File: config.mk
export PLATFORM = sky130hd
export DESIGN_NAME = ro_slot_scheduler
export DESIGN_NICKNAME = d
export VERILOG_FILES = /design/src/rtl/ro_pkg.sv /design/src/rtl/ro_evt_capture.sv /design/src/rtl/ro_slot_scheduler.sv
export SDC_FILE = /design/constraint.sdc
export NUM_CORES = 1
export LEC_CHECK = 0
export CORE_ASPECT_RATIO = 1.75
export CORE_UTILIZATION = 50
export DETAILED_ROUTE_END_ITERATION = 10
export PLACE_DENSITY = 0.73
export SETUP_SLACK_MARGIN = 0.2
export SLEW_MARGIN = 15
export SYNTH_ARGS = -nofsm -noshare
export SYNTH_HDL_FRONTEND = slang
export SYNTH_HIERARCHICAL = 1
export SYNTH_SLANG_ARGS = --single-unit
File: constraint.sdc
create_clock -name clk_master -period 4.2 [get_ports clk_master]
set_input_delay 0.84 -clock clk_master [delete_from_list [all_inputs] [get_ports clk_master]]
set_output_delay 0.84 -clock clk_master [all_outputs]
set_load 0.05 [all_outputs]
File: src/rtl/ro_pkg.sv
// Shared constants and helpers for the readout slot scheduler.
// Latency: n/a (constants and pure functions only).
// Backpressure: n/a.
package ro_pkg;

    localparam int N_CH_DEF  = 8;
    localparam int CNT_W_DEF = 19;
    localparam int MAX_W     = 32;

    // Binary to reflected gray code.
    function automatic logic [MAX_W-1:0] bin2gray(input logic [MAX_W-1:0] v);
        return v ^ (v >> 1);
    endfunction

    // Trailing-zero count over the low w bits of v; w-1 when those bits are all
    // zero, so the counter wrap lands on the top gray bit like a normal carry.
    function automatic int ctz(input logic [MAX_W-1:0] v, input int w);
        int r;
        r = w - 1;
        for (int i = MAX_W - 1; i >= 0; i--) begin
            if (i < w && v[i]) begin
                r = i;
            end
        end
        return r;
    endfunction

endpackage

File: src/rtl/ro_evt_capture.sv
// Per-channel event capture: rising-edge detect, one-deep pending slot, sticky overrun.
// Latency: an edge is pending one cycle after it is seen; it is never passed through.
// Backpressure: none; an edge arriving while a pending event waits is dropped and flagged.
//
// Ports: clk_master/rstb clock and async reset; in_eve/in_pol_eve channel input;
// serve = this channel owns the slot this cycle; clr_ovr clears ovr;
// pending/pol hold the waiting event, ovr is the sticky overrun flag.
module ro_evt_capture (
    input  logic clk_master,
    input  logic rstb,
    input  logic in_eve,
    input  logic in_pol_eve,
    input  logic serve,
    input  logic clr_ovr,
    output logic pending,
    output logic pol,
    output logic ovr
);

    logic prev_eve;
    logic rise;

    assign rise = in_eve & ~prev_eve;

    always_ff @(posedge clk_master or negedge rstb) begin
        if (!rstb) begin
            prev_eve <= 1'b0;
            pending  <= 1'b0;
            pol      <= 1'b0;
            ovr      <= 1'b0;
        end else begin
            prev_eve <= in_eve;

            // On a service cycle the top samples the old pending/pol before this
            // edge, so a coincident new event simply becomes the next pending one.
            if (serve) begin
                pending <= rise;
                if (rise) begin
                    pol <= in_pol_eve;
                end
            end else if (rise && !pending) begin
                pending <= 1'b1;
                pol     <= in_pol_eve;
            end

            // A fresh overrun beats a simultaneous clear.
            if (rise && pending && !serve) begin
                ovr <= 1'b1;
            end else if (clr_ovr) begin
                ovr <= 1'b0;
            end
        end
    end

endmodule

File: src/rtl/ro_slot_scheduler.sv
// Gray-counter TDM scheduler sharing one event/polarity line pair among N_CH channels.
// Latency: slot outputs update on the same edge as gray; no further pipeline.
// Backpressure: en=0 freezes the counter and idles the outputs; capture keeps running.
//
// Ports: clk_master, rstb (async active-low), en, in_eve/in_pol_eve per channel,
// clr_ovr; outputs gray, out_mux_eve, out_mux_pol_eve, slot_ch, slot_valid,
// frame_sync, ovr.
module ro_slot_scheduler
    import ro_pkg::*;
#(
    parameter int N_CH  = N_CH_DEF,
    parameter int CNT_W = CNT_W_DEF,
    parameter int SEL_W = $clog2(N_CH)
) (
    input  logic             clk_master,
    input  logic             rstb,
    input  logic             en,
    input  logic [N_CH-1:0]  in_eve,
    input  logic [N_CH-1:0]  in_pol_eve,
    input  logic             clr_ovr,
    output logic [CNT_W-1:0] gray,
    output logic             out_mux_eve,
    output logic             out_mux_pol_eve,
    output logic [SEL_W-1:0] slot_ch,
    output logic             slot_valid,
    output logic             frame_sync,
    output logic [N_CH-1:0]  ovr
);

    logic [CNT_W-1:0] cnt;
    logic [CNT_W-1:0] nxt;
    int               s;
    logic             chan_slot;
    logic [SEL_W-1:0] sel;
    logic [N_CH-1:0]  serve;
    logic [N_CH-1:0]  pending;
    logic [N_CH-1:0]  pol;

    // The bit that toggles in gray on cnt->nxt is the lowest set bit of nxt.
    always_comb begin
        nxt       = cnt + CNT_W'(1);
        s         = ctz(MAX_W'(nxt), CNT_W);
        chan_slot = (s < N_CH);
        sel       = SEL_W'(s);
        serve     = '0;
        if (en && chan_slot) begin
            serve = N_CH'(1) << sel;
        end
    end

    for (genvar i = 0; i < N_CH; i++) begin : g_cap
        ro_evt_capture u_cap (
            .clk_master (clk_master),
            .rstb       (rstb),
            .in_eve     (in_eve[i]),
            .in_pol_eve (in_pol_eve[i]),
            .serve      (serve[i]),
            .clr_ovr    (clr_ovr),
            .pending    (pending[i]),
            .pol        (pol[i]),
            .ovr        (ovr[i])
        );
    end

    always_ff @(posedge clk_master or negedge rstb) begin
        if (!rstb) begin
            cnt             <= '0;
            gray            <= '0;
            out_mux_eve     <= 1'b0;
            out_mux_pol_eve <= 1'b0;
            slot_ch         <= '0;
            slot_valid      <= 1'b0;
            frame_sync      <= 1'b0;
        end else if (en) begin
            cnt  <= nxt;
            gray <= CNT_W'(bin2gray(MAX_W'(nxt)));
            if (chan_slot) begin
                slot_ch         <= sel;
                slot_valid      <= 1'b1;
                frame_sync      <= 1'b0;
                out_mux_eve     <= pending[sel];
                out_mux_pol_eve <= pending[sel] & pol[sel];
            end else begin
                slot_ch         <= '0;
                slot_valid      <= 1'b0;
                frame_sync      <= 1'b1;
                out_mux_eve     <= 1'b0;
                out_mux_pol_eve <= 1'b0;
            end
        end else begin
            slot_valid      <= 1'b0;
            frame_sync      <= 1'b0;
            out_mux_eve     <= 1'b0;
            out_mux_pol_eve <= 1'b0;
        end
    end

endmodule

==> results of run 1 <==
tightest hold or removal path: stages (launching register included):
cell and delay (ns):
dfrtp_1 0.35, nand2_1 0.05, o21ai_0 0.06
sequential cells by signal, summed over array words and instances, names as in the netlist:
| signal | flops |
|---|---|
| cnt | 18 |
| out_mux_eve | 1 |
| g_cap.u_cap/prev_eve | 8 |
| g_cap.u_cap/pending | 8 |
| slot_ch | 3 |
| out_mux_pol_eve | 1 |
| slot_valid | 1 |
| g_cap.u_cap/pol | 8 |
| gray | 19 |
| frame_sync | 1 |
| g_cap.u_cap/ovr | 8 |
cell families after synthesis:
kind of cell,Yosys count
AO/OA/AOI/OAI,67
flip-flops,76
multiplexers,18
buffers and inverters,41
adder cells (fa/ha/maj),3
XOR/XNOR,55
AND/OR/NAND/NOR,176
placed cells by master, fill, tap and decap left out, drive strengths merged, types with 14 or more instances in the layout:
| master | n |
|---|---|
| nand3 | 17 |
| nand4 | 14 |
| xnor2 | 47 |
| nor2 | 33 |
| a21oi | 17 |
| dfrtp | 76 |
| nand2 | 44 |
| mux2 | 16 |
| clkdlybuf4s50 | 52 |
| inv | 19 |
| nand2b | 28 |
per-stage QoR:
step	worst slack (ns)	instance area [sq um]
3_3_place_gp	0.616	5100
6_report	0.517	5460
4_1_cts	0.368	5460
2_1_floorplan	0.778	4440
5_1_grt	0.281	5460
3_5_place_dp	0.492	5100
area by class of cell:
type,instances,area (sq um),share of cell area
tap,117,146,0.0268
sequential,76,1900,0.349
multi-input combinational,319,2360,0.432
inverter,19,71.3,0.0131
timing repair buffer,65,618,0.113
clock buffer,11,253,0.0463
clock inverter,5,106,0.0195
per-layer routing:
layer / vias to the layer above / part of all wire
met5: - / 0
li1: 1620 / -
met4: 0 / 0.072
met3: 54 / 0.036
met2: 122 / 0.55
met1: 1701 / 0.34
power groups by stage:
stage          clock, uW  combinational (uW)  sequential, uW
4_1_cts              936                1780            1110
3_5_place_dp           0                1760            1120
2_1_floorplan          0                1080            1300
5_1_grt              968                1920            1140
3_3_place_gp           0                1740            1110
6_report             923                1790            1110
final timing paths:
check / start / end / slack (ns) / cells after the start
setup / recovery: cnt[1]$_DFFE_PN0P_ / g_cap[6].u_cap/pol$_DFFE_PN0P_ / 0.52 / 15
hold / removal: gray[8]$_DFFE_PN0P_ / gray[8]$_DFFE_PN0P_ / 0.50 / 2
setup reg to reg: cnt[1]$_DFFE_PN0P_ / g_cap[6].u_cap/pol$_DFFE_PN0P_ / 0.52 / 15
hold reg to reg: gray[8]$_DFFE_PN0P_ / gray[8]$_DFFE_PN0P_ / 0.50 / 2
max in group asynchronous: rstb / cnt[1]$_DFFE_PN0P_ / 2.89 / 1
min in group asynchronous: rstb / gray[5]$_DFFE_PN0P_ / 0.65 / 1
==> impl_metrics.csv, run 1 <==
group,metric,value,unit
floorplan,boundaryPins,54,
power,p_per_area,701,nW/um^2
synthesis,yosys_warnings,6,
synthesis,synth_flop_cell,"dfrtp_1",
cts,cts_buffers,9,
setup_path,cp_num_buf_inv,1,
cts,root_buffer,"clkbuf_16",
power,sequentialPowerShare,0.291,
synthesis,synth_xor_xnor_area_share,0.110,
route,ant_nets,0,
synthesis,synth_edf_count,0,
cts,clk_pin_slew,0.06,ns
synthesis,yosysSeqAreaShare,0.428,
route,firstDrtPassIters,4,
global_routing,grt_util_met3,0.0564,
power,power,3830,uW
final_layout,syn_to_final_growth,22.9,%
place,gp_congestion,0.968,
route,drtIter0Drc,242,
synthesis,synth_top_cell_area_share,0.428,
outcome,status,"finished clean",
cts,postCtsSetupBuffers,0,
final_layout,post_layout_nonfiller_instances,612,
cts,tritoncts,"done",
global_routing,grt_use_met1,0.271,
cts,clock_path_buffers,2,
route,wirelength,11500,microns
global_routing,grt_pass1_wl,18700,microns
synthesis,synth.mux.area_fraction,0.0518,
flow_run,drv_cap,0,
synthesis,ys_types,71,
setup_path,required,4.42,ns
synthesis,synth_top_family_by_area,"simple AND/OR/NAND/NOR gates",
sta,final_max_slew_viol_count,0,
synthesis,async_flop_share,1.00,
synthesis,syn_area_per_cell,10.2,sq um
worst_hold_path,hold_path.class,"register to register",
power,pwr-share-clk,0.241,
final_layout,n_antenna_cell,0,
sta,setup_viol,0,
sta,slew_headroom,0.370,
synthesis,synth_area,4440,sq um
floorplan,fp.dieW,73.3,microns
sta,rsz0062_at_grt,"no",
setup_path,crit_path_start_kind,"register",
floorplan,chipHeight,127,microns
place,place_inst,596,
floorplan,initial_utilization,0.512,
final_layout,nFillCells,772,
cts,cts_resized,0,
power,p_switching,1580,uW
setup_path,cp.arrival,3.90,ns
sta,timing.hold.ws,0.496,ns
synthesis,synth_compound_area_frac,0.110,
cts,ctsHoldBuffers,0,
sta,hold_viol,0,
sta,tns,0,ns
global_routing,antenna_found_initial,0,
sta,clock.fmax,272,MHz
route,drc,0,
floorplan,rows,45,
synthesis,synth_cells,436,
floorplan,die_area,9280,sq um
setup_path,crit_path_end_kind,"register",
synthesis,syn_nets,459,
power,vdd_drop_max,0.388,mV
place,portBuffers,53,
sta,fin_skew,0.00713,ns
final_layout,final_core_util,0.630,
power,internal_power,2250,uW
synthesis,synth.most_common_cell,"dfrtp_1",
route,viasPerCell,5.71,
synthesis,yosys.area_share.simple,0.250,
cts,clock_sinks,76,
cts,htree_levels,3,
sta,tightest_slew,0.944,ns
place,hpwl,8420,microns
global_routing,grt_pass1_vias,3736,
synthesis,ys_seq_elements,76,
route,via_count,3497,
setup_path,cp_max_fo,8,
sta,period_share,0.877,
global_routing,grt_overflow,0,
synthesis,synth_common_cells,"76 x dfrtp_1, 46 x xnor2_1, 44 x nand2_1",
floorplan,core,8670,sq um
final_layout,drive_gt1_frac,0.176,
setup_path,crit_family,"simple AND/OR/NAND/NOR gates",
setup_path,worst_path_max_delay_cell,"dfrtp_2",
synthesis,yosys.area.top_type,"dfrtp_1",
route,wl_per_cell,18.8,microns
setup_path,max_stage_delay,0.45,ns
global_routing,grt_busiest_layer,"met2",
cts,clkLatencyLatePin,0.34,ns
sta,fin_crit,3.68,ns
final_layout,fin_nets,513,
setup_path,crit_type,"register to register",
global_routing,grt_use_met2,0.486,
global_routing,grtUsageTotal,0.275,
power,leakage,0.00228,uW
global_routing,grt_max_degree,77,
setup_path,crit_chain,"ha_2 -> nand4_2 -> nor4_1 -> buf_4 -> xnor2_1 -> ha_1 -> nor2b_1 -> mux2i_1 -> a211oi_2 -> o21ai_2 -> o21ai_4 -> nor3b_1 -> nand2b_1 -> nand2b_4 -> mux2_4",
power,p_comb_frac,0.468,
power,switching_share,0.413,
synthesis,synth.area.top_cells,"dfrtp_1 43%, xnor2_1 9.1%, nand2b_4 5.0%, nand2_1 3.7%, mux2_4 2.7%",
synthesis,yosys.area_share.adder,0.00845,
(Power assumes the default switching activity.)
==> run 2: changes to the inputs <==
- CAP_MARGIN: unset -> 20
==> results of run 2 <==
No change in the layout: final DEF, timing and power equal those of run 1.
